### src/rtl/cam_ctrl.sv
// -----------------------------------------------------------------------------
// cam_ctrl
//
// Sequencing controller in front of a 32-entry x 32-bit CAM. Accepts one
// LOOKUP / INSERT / DELETE request at a time over a ready/valid handshake.
// Each request becomes a CAM search, optionally followed by a CAM write.
// The controller owns the occupancy bitmap and the free-entry allocator, so
// every key lives in at most one CAM entry.
//
// CAM word layout: {tag, key}. The MSB is the entry-valid tag. A freed entry
// is written with all zeros, so its tag is 0 and a search word, whose tag is
// always 1, can never match it.
//
// Ports
//   clk, reset_i            clock, synchronous active-high reset
//   req_valid_i/ready_o     request handshake
//   req_op_i                00 LOOKUP, 01 INSERT, 10 DELETE, 11 reserved
//   req_key_i               key
//   resp_valid_o/ready_i    response handshake
//   resp_hit_o              key was present before the operation
//   resp_index_o            entry index that was hit, allocated or freed
//   resp_full_o             INSERT missed and no entry was free
//   resp_err_o              reserved opcode
//   count_o                 number of live entries
//   cam_search_o/_data_o    CAM search strobe and search word
//   cam_search_valid_i/_index_i  CAM hit, valid the cycle after the strobe
//   cam_write_o/_index_o/_data_o CAM write strobe, index and word
//
// Optional build macro CAM_CTRL_STATS_EN adds the 16-bit saturating counters
// stat_hit_o, stat_miss_o and stat_full_o. They step on the response
// handshake edge.
// -----------------------------------------------------------------------------
module cam_ctrl #(
    parameter int ARRAY_WIDTH_LOG2 = 5,
    parameter int ARRAY_SIZE_LOG2  = 5
) (
    input  logic                               clk,
    input  logic                               reset_i,
    input  logic                               req_valid_i,
    output logic                               req_ready_o,
    input  logic [1:0]                         req_op_i,
    input  logic [2**ARRAY_WIDTH_LOG2-2:0]     req_key_i,
    output logic                               resp_valid_o,
    input  logic                               resp_ready_i,
    output logic                               resp_hit_o,
    output logic [ARRAY_SIZE_LOG2-1:0]         resp_index_o,
    output logic                               resp_full_o,
    output logic                               resp_err_o,
    output logic [ARRAY_SIZE_LOG2:0]           count_o,
    output logic                               cam_search_o,
    output logic [2**ARRAY_WIDTH_LOG2-1:0]     cam_search_data_o,
    input  logic                               cam_search_valid_i,
    input  logic [ARRAY_WIDTH_LOG2-1:0]        cam_search_index_i,
    output logic                               cam_write_o,
    output logic [ARRAY_WIDTH_LOG2-1:0]        cam_write_index_o,
    output logic [2**ARRAY_WIDTH_LOG2-1:0]     cam_write_data_o
`ifdef CAM_CTRL_STATS_EN
    ,
    output logic [15:0]                        stat_hit_o,
    output logic [15:0]                        stat_miss_o,
    output logic [15:0]                        stat_full_o
`endif
);

    localparam int W  = 2**ARRAY_WIDTH_LOG2;   // CAM word width
    localparam int KW = W - 1;                 // key width
    localparam int N  = 2**ARRAY_SIZE_LOG2;    // entry count
    localparam int IW = ARRAY_SIZE_LOG2;       // entry index width
    localparam int AW = ARRAY_WIDTH_LOG2;      // CAM-side index port width
    localparam int CW = ARRAY_SIZE_LOG2 + 1;   // live-entry count width

    localparam logic [1:0] OP_LOOKUP = 2'b00;
    localparam logic [1:0] OP_INSERT = 2'b01;
    localparam logic [1:0] OP_DELETE = 2'b10;
    localparam logic [1:0] OP_RSVD   = 2'b11;

    typedef enum logic [2:0] {
        ST_IDLE,
        ST_SEARCH,
        ST_WAIT,
        ST_WRITE,
        ST_RESP
    } state_t;

    state_t          state_reg;
    logic [1:0]      op_reg;
    logic [KW-1:0]   key_reg;
    logic [N-1:0]    bitmap_reg;
    logic [CW-1:0]   count_reg;

    logic            req_ready_reg;
    logic            resp_valid_reg;
    logic            resp_hit_reg;
    logic [IW-1:0]   resp_index_reg;
    logic            resp_full_reg;
    logic            resp_err_reg;

    logic            cam_search_reg;
    logic            cam_write_reg;
    logic [IW-1:0]   cam_write_index_reg;
    logic [W-1:0]    cam_write_data_reg;

    // Search result, qualified by the bitmap: a CAM match on an entry the
    // bitmap considers free is not trusted and counts as a miss.
    logic [IW-1:0]   hit_idx;
    logic            search_hit;
    logic            is_full;

    assign hit_idx    = IW'(cam_search_index_i);
    assign search_hit = cam_search_valid_i && bitmap_reg[hit_idx];
    assign is_full    = (count_reg == CW'(N));

    // Lowest-index free entry. Scanning from the top down lets the last
    // assignment, which is the lowest free index, win.
    logic [IW-1:0]   free_idx;

    always_comb begin
        free_idx = '0;
        for (int i = N - 1; i >= 0; i--) begin
            if (!bitmap_reg[i]) begin
                free_idx = IW'(i);
            end
        end
    end

    always_ff @(posedge clk) begin
        if (reset_i) begin
            state_reg           <= ST_IDLE;
            op_reg              <= OP_LOOKUP;
            key_reg             <= '0;
            bitmap_reg          <= '0;
            count_reg           <= '0;
            req_ready_reg       <= 1'b1;
            resp_valid_reg      <= 1'b0;
            resp_hit_reg        <= 1'b0;
            resp_index_reg      <= '0;
            resp_full_reg       <= 1'b0;
            resp_err_reg        <= 1'b0;
            cam_search_reg      <= 1'b0;
            cam_write_reg       <= 1'b0;
            cam_write_index_reg <= '0;
            cam_write_data_reg  <= '0;
        end else begin
            // CAM strobes are single-cycle pulses.
            cam_search_reg <= 1'b0;
            cam_write_reg  <= 1'b0;

            case (state_reg)
                ST_IDLE: begin
                    if (req_valid_i) begin
                        op_reg        <= req_op_i;
                        key_reg       <= req_key_i;
                        req_ready_reg <= 1'b0;
                        if (req_op_i == OP_RSVD) begin
                            state_reg      <= ST_RESP;
                            resp_valid_reg <= 1'b1;
                            resp_err_reg   <= 1'b1;
                            resp_hit_reg   <= 1'b0;
                            resp_full_reg  <= 1'b0;
                            resp_index_reg <= '0;
                        end else begin
                            state_reg      <= ST_SEARCH;
                            cam_search_reg <= 1'b1;
                        end
                    end
                end

                ST_SEARCH: begin
                    state_reg <= ST_WAIT;
                end

                ST_WAIT: begin
                    // Response fields are loaded here. resp_valid_o rises
                    // either now or after the WRITE cycle.
                    resp_err_reg  <= 1'b0;
                    resp_full_reg <= 1'b0;
                    case (op_reg)
                        OP_INSERT: begin
                            if (search_hit) begin
                                state_reg      <= ST_RESP;
                                resp_valid_reg <= 1'b1;
                                resp_hit_reg   <= 1'b1;
                                resp_index_reg <= hit_idx;
                            end else if (is_full) begin
                                state_reg      <= ST_RESP;
                                resp_valid_reg <= 1'b1;
                                resp_hit_reg   <= 1'b0;
                                resp_full_reg  <= 1'b1;
                                resp_index_reg <= '0;
                            end else begin
                                state_reg            <= ST_WRITE;
                                cam_write_reg        <= 1'b1;
                                cam_write_index_reg  <= free_idx;
                                cam_write_data_reg   <= {1'b1, key_reg};
                                bitmap_reg[free_idx] <= 1'b1;
                                count_reg            <= count_reg + 1'b1;
                                resp_hit_reg         <= 1'b0;
                                resp_index_reg       <= free_idx;
                            end
                        end
                        OP_DELETE: begin
                            if (search_hit) begin
                                state_reg           <= ST_WRITE;
                                cam_write_reg       <= 1'b1;
                                cam_write_index_reg <= hit_idx;
                                cam_write_data_reg  <= '0;
                                bitmap_reg[hit_idx] <= 1'b0;
                                count_reg           <= count_reg - 1'b1;
                                resp_hit_reg        <= 1'b1;
                                resp_index_reg      <= hit_idx;
                            end else begin
                                state_reg      <= ST_RESP;
                                resp_valid_reg <= 1'b1;
                                resp_hit_reg   <= 1'b0;
                                resp_index_reg <= '0;
                            end
                        end
                        default: begin
                            // LOOKUP (reserved opcodes never reach WAIT)
                            state_reg      <= ST_RESP;
                            resp_valid_reg <= 1'b1;
                            resp_hit_reg   <= search_hit;
                            resp_index_reg <= search_hit ? hit_idx : '0;
                        end
                    endcase
                end

                ST_WRITE: begin
                    state_reg      <= ST_RESP;
                    resp_valid_reg <= 1'b1;
                end

                ST_RESP: begin
                    // Fields hold until the client takes the response.
                    if (resp_ready_i) begin
                        state_reg      <= ST_IDLE;
                        req_ready_reg  <= 1'b1;
                        resp_valid_reg <= 1'b0;
                        resp_hit_reg   <= 1'b0;
                        resp_index_reg <= '0;
                        resp_full_reg  <= 1'b0;
                        resp_err_reg   <= 1'b0;
                    end
                end

                default: begin
                    state_reg <= ST_IDLE;
                end
            endcase
        end
    end

    assign req_ready_o       = req_ready_reg;
    assign resp_valid_o      = resp_valid_reg;
    assign resp_hit_o        = resp_hit_reg;
    assign resp_index_o      = resp_index_reg;
    assign resp_full_o       = resp_full_reg;
    assign resp_err_o        = resp_err_reg;
    assign count_o           = count_reg;
    assign cam_search_o      = cam_search_reg;
    assign cam_search_data_o = {1'b1, key_reg};
    assign cam_write_o       = cam_write_reg;
    assign cam_write_index_o = AW'(cam_write_index_reg);
    assign cam_write_data_o  = cam_write_data_reg;

`ifdef CAM_CTRL_STATS_EN
    logic [15:0] stat_hit_reg;
    logic [15:0] stat_miss_reg;
    logic [15:0] stat_full_reg;
    logic        resp_done;
    logic        counted_op;

    assign resp_done  = (state_reg == ST_RESP) && resp_ready_i;
    assign counted_op = (op_reg == OP_LOOKUP) || (op_reg == OP_INSERT);

    always_ff @(posedge clk) begin
        if (reset_i) begin
            stat_hit_reg  <= '0;
            stat_miss_reg <= '0;
            stat_full_reg <= '0;
        end else if (resp_done && counted_op) begin
            if (resp_hit_reg) begin
                if (stat_hit_reg != 16'hFFFF) stat_hit_reg <= stat_hit_reg + 16'd1;
            end else begin
                if (stat_miss_reg != 16'hFFFF) stat_miss_reg <= stat_miss_reg + 16'd1;
            end
            if (resp_full_reg && (stat_full_reg != 16'hFFFF)) begin
                stat_full_reg <= stat_full_reg + 16'd1;
            end
        end
    end

    assign stat_hit_o  = stat_hit_reg;
    assign stat_miss_o = stat_miss_reg;
    assign stat_full_o = stat_full_reg;
`endif

endmodule

### config.mk
export PLATFORM = sky130hd
export DESIGN_NAME = cam_ctrl
export DESIGN_NICKNAME = d
export VERILOG_FILES = /design/src/rtl/cam_ctrl.sv
export SDC_FILE = /design/constraint.sdc
export NUM_CORES = 1
export LEC_CHECK = 0
export ABC_AREA = 1
export CAP_MARGIN = 20
export CORE_AREA = 8 8 124 126
export CTS_CLUSTER_DIAMETER = 200
export DETAILED_ROUTE_END_ITERATION = 7
export DIE_AREA = 0 0 132 134
export GPL_TIMING_DRIVEN = 0
export PLACE_DENSITY = 0.71
export SYNTH_ARGS = -nofsm -noshare
export SYNTH_HDL_FRONTEND = slang
export SYNTH_SLANG_ARGS = --single-unit
### constraint.sdc
create_clock -name clk -period 4.42 [get_ports clk]
set_input_delay 1.326 -clock clk [delete_from_list [all_inputs] [get_ports clk]]
set_output_delay 1.326 -clock clk [all_outputs]
set_load 0.1 [all_outputs]
==> out/results.txt, run 1 <==
endpoints failing setup: 0
maximum clock path buffer count: 2
WL final: 19250 um
Area growth, synth to finish: 36.44%
Synth Flop Type: dfxtp_1
wl on met1: 7826 um
CP Depth: 19
total inserted antenna cells: 0
Netlist cell types: 44
router iterations before antenna repair: 5
sequential share of power: 0.359
Ys Warns: 0
first-pass GRT wire length: 30310 um
P_int: 2.217 mW
Final Hold Fails: 0
Final Max Slew Viols: 0
Max VDD drop: 301.1 uV
CP Cell Sequence: clkdlybuf4s50_1, inv_1, nor3_1, o21ai_1, nand2_1, nor3_2, o211ai_1, nand2_2, inv_2, nor2_2, inv_2, nor3_4, or2_4, nand2_4, nand2_4, inv_4, buf_2, nand2_1, a21oi_1
pwr dens: 414.0 mW/mm^2
die area: 0.01769 mm^2
WL met2: 9603 um
Port Buffers: 125
nets@finish: 1013
top post-synthesis cells by area: dfxtp_1 42%, a21oi_1 12%, nand2_1 12%
WL/cell: 16.65 um
kind of critical path: input pin to register
synthesized area: 0.005851 mm^2
initial drt markers: 577
NetSw: 1.088 mW
HPWL after DPL: 14060 um
Via density: 5.318
layout cell share with drive strength beyond 1: 0.08504
fin crit period: 4.359 ns
WP data arrival: 4.70 ns
Reg clk slew, reported paths: 0.06 ns
Synthesized Nets: 869
Ports: 130
CORE AREA: 0.01350 mm^2
Req. time, crit path: 4.76 ns
Seq/Total Area, Yosys: 0.4209
worst-case reg-to-reg path depth: 35
critical-path maximum fanout: 10
clock power share: 0.440
crit start category: input pin
fill cell count: 1271
Post-synth EDFFs: 0
Max Fclk: 229.4 MHz
Slowest Stage Delay on Critical Path: 0.62 ns
total CTS buffers: 17
Hold Path Class: register to register
GR Overflow Total: 0
Gate power share: 0.201
largest net degree at the start of global routing: 17
gr usage total: 0.2139
Clk Tree Root Cell: clkbuf_16
CP top delay family: simple AND/OR/NAND/NOR gates
asr flop ratio synth: 0
Worst Max-Slew Pin Slew: 1.070 ns
chip width: 132 um
Post-Place Cells: 1124
Synth Area per Inst: 7.144 um^2
drt drc: 0
via count: 6148
max cap viols: 0
status: completed
DP Area: 0.007327 mm^2
Max Used Layer: met4
Routed Antenna Nets: 0
CTS Sinks: 123
Hold Crit Depth: 2
initial antenna violation count: 0
post-route setup slack: 0.06083 ns
CTS H-tree depth: 4
Seq cells post-synth: 123
Starting Density: 0.4332
Post-CTS Setup Bufs: 0
Net Sw Frac: 0.3292
Finished Layout Cells: 1156
Synth top area share: 0.4209
Crit-path slowest cell: clkdlybuf4s50_1
Post-Route Skew: 0.005874 ns
DIE HEIGHT: 134 um
Fin Setup TNS: 0 ns
number of global-route vias before repair: 5947
CTS tree: built
WL met3: 1313 um
post-synth top area cell: dfxtp_1
Max-slew headroom: 0.2842
Final Cycle Share: 0.9862
Clock Latency Late Sink: 0.42 ns
Final Instance Area: 0.007983 mm^2
Setup Slack @ Placement: -0.3745 ns
Worst Path Buf+Inv: 6
reg2reg setup slack: 1.16 ns
CP Capture Type: register
hold slack: 0.4597 ns
P_leak: 2.840 nW
global placement routability congestion: 0.9860
FP Rows: 43
cells after synthesis: 819
[repair_timing]
action,in CTS,in global routing
resized for setup,0,9
endpoints found under the setup margin,0,73
hold buffers,0,0
endpoints found under the hold margin,0,0
[per-layer routing]
layer / vias to the layer above / GRT usage
met2: 216 / 0.3694
met5: - / 0
met3: 46 / 0.06881
li1: 3059 / -
met1: 2827 / 0.2355
met4: 0 / 0.09700
[cells in the mapped netlist (2+ instances only)]
| cell type | instances |
|---|---|
| a21oi_1 | 145 |
| a221oi_1 | 4 |
| a22oi_1 | 3 |
| a31oi_1 | 4 |
| buf_2 | 7 |
| buf_4 | 2 |
| buf_6 | 3 |
| clkbuf_1 | 31 |
| dfxtp_1 | 123 |
| ha_1 | 6 |
| inv_1 | 73 |
| inv_2 | 7 |
| nand2_1 | 184 |
| nand2_2 | 5 |
| nand2_4 | 5 |
| nand3_1 | 56 |
| nand4_1 | 16 |
| nor2_1 | 27 |
| nor2_2 | 4 |
| nor2_4 | 4 |
| nor3_1 | 12 |
| nor3_2 | 3 |
| nor4_1 | 5 |
| o211ai_1 | 2 |
| o21ai_0 | 50 |
| o21ai_1 | 4 |
| o21bai_1 | 2 |
| o221ai_1 | 2 |
| o22ai_1 | 11 |
| o31ai_1 | 3 |
| xor2_1 | 3 |
[cell type report]
| class | instances | area, um^2 | area share |
|---|---|---|---|
| inverters | 82 | 310.3 | 0.03887 |
| clock buffers | 17 | 425.4 | 0.05329 |
| multi-input cells | 571 | 2915 | 0.3652 |
| flip-flops and latches | 123 | 2462 | 0.3085 |
| plain buffers | 43 | 200.2 | 0.02508 |
| well taps | 180 | 225.2 | 0.02821 |
| repair buffers | 125 | 1254 | 0.1571 |
| clock inverters | 15 | 190.2 | 0.02382 |
[metrics by stage]
stage	power [mW]	utilization
4_1_cts	3.316	0.5882
3_5_place_dp	1.869	0.5426
6_report	3.305	0.5911
2_1_floorplan	1.679	-
5_1_grt	3.417	0.5911
3_3_place_gp	1.865	0.5426
[cell usage in the layout, fill, tap and decap left out, drive strengths merged, types with 3 or more instances in the layout]
cell and instances:
nand2 194, a31oi 4, clkdlybuf4s50 124, nor2 35, inv 86, xor2 3, dfxtp 123, clkbuf 48
ha 6, clkinv 5, nand4 16, o22ai 11, o31ai 3, bufinv 3, clkinvlp 3, buf 12
a221oi 4, nor3 16, a21oi 145, a22oi 4, nand3 56, nor4 5, o21ai 54
[worst register-to-register path, delay by kind of cell (launching register included)]
family / cells / cell delay, ns
AND/OR/NAND/NOR: 33 / 2.64
flip-flops: 1 / 0.31
buffers and inverters: 1 / 0.10
AO/OA/AOI/OAI: 1 / 0.13
[final timing paths]
check,endpoint,startpoint
min reg2reg,cam_write_data_o[24],cam_write_data_o[24]
min,cam_write_data_o[24],cam_write_data_o[24]
max reg2reg,cam_write_index_o[0],bitmap_reg[31]
max,cam_write_data_o[19],cam_search_index_i[3]
[power groups by stage]
stage | combinational, mW | sequential (mW) | clock [mW]
2_1_floorplan | 0.202 | 1.48 | 0
3_3_place_gp | 0.656 | 1.21 | 0
3_5_place_dp | 0.659 | 1.21 | 0
4_1_cts | 0.662 | 1.19 | 1.47
5_1_grt | 0.705 | 1.19 | 1.52
6_report | 0.664 | 1.19 | 1.45
[logic make-up (layout without fill, tap and decap cells)]
group,after synthesis,after routing,share of synthesized area
compound gates,235,235,0.2160
simple gates,325,325,0.2545
flops,123,123,0.4209
other cells,1,1,0.0006410
xor+xnor,3,3,0.004492
fa+ha+maj,7,7,0.01625
buf+inv,125,282,0.08725
Note: power is estimated with default switching activity, not from simulation.
==> run 2: changes to the inputs <==
==> config.mk (replaced) <==
export PLATFORM = sky130hd
export DESIGN_NAME = cam_ctrl
export DESIGN_NICKNAME = d
export VERILOG_FILES = /design/src/rtl/cam_ctrl.sv
export SDC_FILE = /design/constraint.sdc
export NUM_CORES = 1
export LEC_CHECK = 0
export CAP_MARGIN = 20
export CORE_AREA = 8 8 122 124
export CTS_CLUSTER_DIAMETER = 200
export DETAILED_ROUTE_END_ITERATION = 7
export DIE_AREA = 0 0 130 132
export GPL_TIMING_DRIVEN = 0
export PLACE_DENSITY = 0.71
export SYNTH_ARGS = -nofsm -noshare
export SYNTH_HDL_FRONTEND = slang
export SYNTH_SLANG_ARGS = --single-unit
export TNS_END_PERCENT = 1
==> out/results.txt, run 2 <==
Max Fclk: 244.2 MHz
post-layout util: 0.5949
pwr dens: 387.6 mW/mm^2
reg2reg start: state_reg[1]
largest family of logic cells by synthesized area: simple AND/OR/NAND/NOR gates
Synth Area per Inst: 8.029 um^2
Post-Route Skew: 0.007384 ns
most common cell in the netlist: nand2_1
HPWL after DPL: 15320 um
Hold Path Origin: req_ready_o
die area: 0.01716 mm^2
kind of critical path: input pin to register
Synthesized Nets: 755
CP Capture Type: register
Via density: 5.620
Area growth, synth to finish: 36.43%
Ys Warns: 0
via count: 5839
layout cell share with drive strength beyond 1: 0.06721
WL final: 20400 um
router iterations before antenna repair: 6
nets@finish: 900
hold slack: 0.4585 ns
hold worst-path end: req_ready_o
number of global-route vias before repair: 5837
total CTS buffers: 17
GR Overflow Total: 0
Setup Slack @ Placement: -0.1655 ns
xor/xnor cell area share of the yosys netlist: 0.007737
CTS H-tree depth: 4
max cap viols: 0
Routed Antenna Nets: 0
Synth top area share: 0.4350
Netlist cell types: 63
Final Max Slew Viols: 0
most frequent cells in the layout: 142 x nand2_1, 125 x clkdlybuf4s50_1, 123 x dfxtp_1, 82 x a21oi_1, 47 x nor2_1
Seq cells post-synth: 123
WL/cell: 19.64 um
gr usage total: 0.2418
most common cell after layout, fill and taps aside: nand2_1
Total Power: 2.993 mW
Post-Place Cells: 1007
FP Rows: 42
Finished Layout Cells: 1039
Port Buffers: 125
Post-synth EDFFs: 0
post-route setup slack: 0.3245 ns
Fin Setup TNS: 0 ns
reg2reg setup slack: 1.39 ns
initial drt markers: 520
critical-path maximum fanout: 10
drt drc: 0
CTS tree: built
worst-case reg-to-reg path depth: 9
FF-to-FF End: cam_write_data_o[9]
initial antenna violation count: 0
Synth Area in Compound Gates: 0.2140
Starting Density: 0.4361
endpoints failing setup: 0
total inserted antenna cells: 0
post-synthesis mux area share: 0.03714
Clock Latency Late Sink: 0.42 ns
Hold Buf Count CTS: 0
cells after synthesis: 705
fin crit period: 4.095 ns
Hold Crit Depth: 2
WP data arrival: 4.44 ns
Hold Path Class: register to register
DP Area: 0.007143 mm^2
first-pass GRT wire length: 32130 um
Max-slew headroom: 0.2974
unrepaired setup endpoints after global routing: false
maximum clock path buffer count: 2
Synth Area in Simple Gates: 0.2436
Synth Flop Type: dfxtp_1
Commonest cells post-synth: 142 x nand2_1, 123 x dfxtp_1, 82 x a21oi_1, 48 x nor2_1, 42 x nand3_1
top post-synthesis cells by area: dfxtp_1 44%, nand2_1 9.4%, a21oi_1 7.3%
synthesized area: 0.005660 mm^2
CTS Sinks: 123
Final Cycle Share: 0.9266
post-synth top area cell: dfxtp_1
Final Hold Fails: 0
Seq/Total Area, Yosys: 0.4350
Clk Tree Root Cell: clkbuf_16
status: completed
crit start category: input pin
Ports: 130
Max VDD drop: 312.2 uV
Post-CTS Resized: 0
global placement routability congestion: 0.9351
P_leak: 2.616 nW
Req. time, crit path: 4.77 ns
largest net degree at the start of global routing: 17
Post-CTS Setup Bufs: 0
asr flop ratio synth: 0
post-synthesis adder-cell area fraction: 0.01680
DIE HEIGHT: 132 um
chip width: 130 um
Worst Max-Slew Pin Slew: 1.051 ns
Final Instance Area: 0.007722 mm^2
Reg clk slew, reported paths: 0.06 ns
CORE AREA: 0.01298 mm^2
-- run 2: changes by cell type after synthesis, sizes merged, moves of 13 or more --
cell / previous run / this run
inv: 81 / 13
o21ai: 54 / 24
mux2i: 0 / 21
nor2: 35 / 48
a21oi: 145 / 82
nand2: 194 / 142
o211ai: 2 / 19
nand3: 56 / 42
or3: 0 / 15
-- run 2: logic make-up (layout without fill, tap and decap cells) --
group,Yosys count,in the layout
xor gates and xnor gates,5,5
other,1,1
adders and majority gates,7,7
DFF,123,123
and+or+nand+nor,297,297
buffers and inverters,61,219
muxes,21,21
AOI/OAI and AO/OA,190,190
-- run 2: power breakdown --
group | internal, mW | leakage [nW] | switching [mW]
Sequential | 1.14 | 0.997 | 0.0244
Combinational | 0.125 | 1.35 | 0.348
Clock | 0.799 | 0.265 | 0.555
-- run 2: layout make-up --
| type | instances | area [um^2] |
|---|---|---|
| clock inverters | 14 | 137.6 |
| inverters | 14 | 52.55 |
| multi-input cells | 521 | 2945 |
| repair buffers | 126 | 1262 |
| flip-flops and latches | 123 | 2462 |
| well taps | 176 | 220.2 |
| clock buffers | 18 | 439.2 |
| plain buffers | 47 | 202.7 |
| fillers | 1209 | 5258 |
-- run 2: critical path, stage by stage --
cell             delay (ns)
clkdlybuf4s50_1        0.55
buf_4                  0.26
mux2i_1                0.30
o22ai_1                0.17
nor4_4                 0.41
nor3_1                 0.21
nor2_1                 0.45
clkbuf_1               0.45
nand3_1                0.15
a21oi_1                0.16
-- run 2: how the worst max path moves through the flow --
| stage | from | end | slack (ns) | cells after the start |
|---|---|---|---|---|
| global placement | cam_search_index_i[1] | bitmap_reg[8] | -0.18 | 9 |
| detailed placement | cam_search_index_i[1] | bitmap_reg[28] | -0.17 | 9 |
| finish | cam_search_index_i[1] | cam_write_data_o[9] | 0.32 | 10 |
| global route | cam_search_index_i[1] | cam_write_data_o[5] | 0.04 | 10 |
| floorplan | cam_search_index_i[4] | bitmap_reg[10] | 1.01 | 9 |
| CTS | cam_search_index_i[1] | cam_write_data_o[6] | 0.26 | 10 |
-- run 2: routing by layer --
layer,part of all wire,up-vias,track usage
met5,0,-,0
met4,0.027,0,0.09748
met3,0.069,40,0.07605
met2,0.48,205,0.3847
met1,0.43,2783,0.2948
li1,-,2811,-
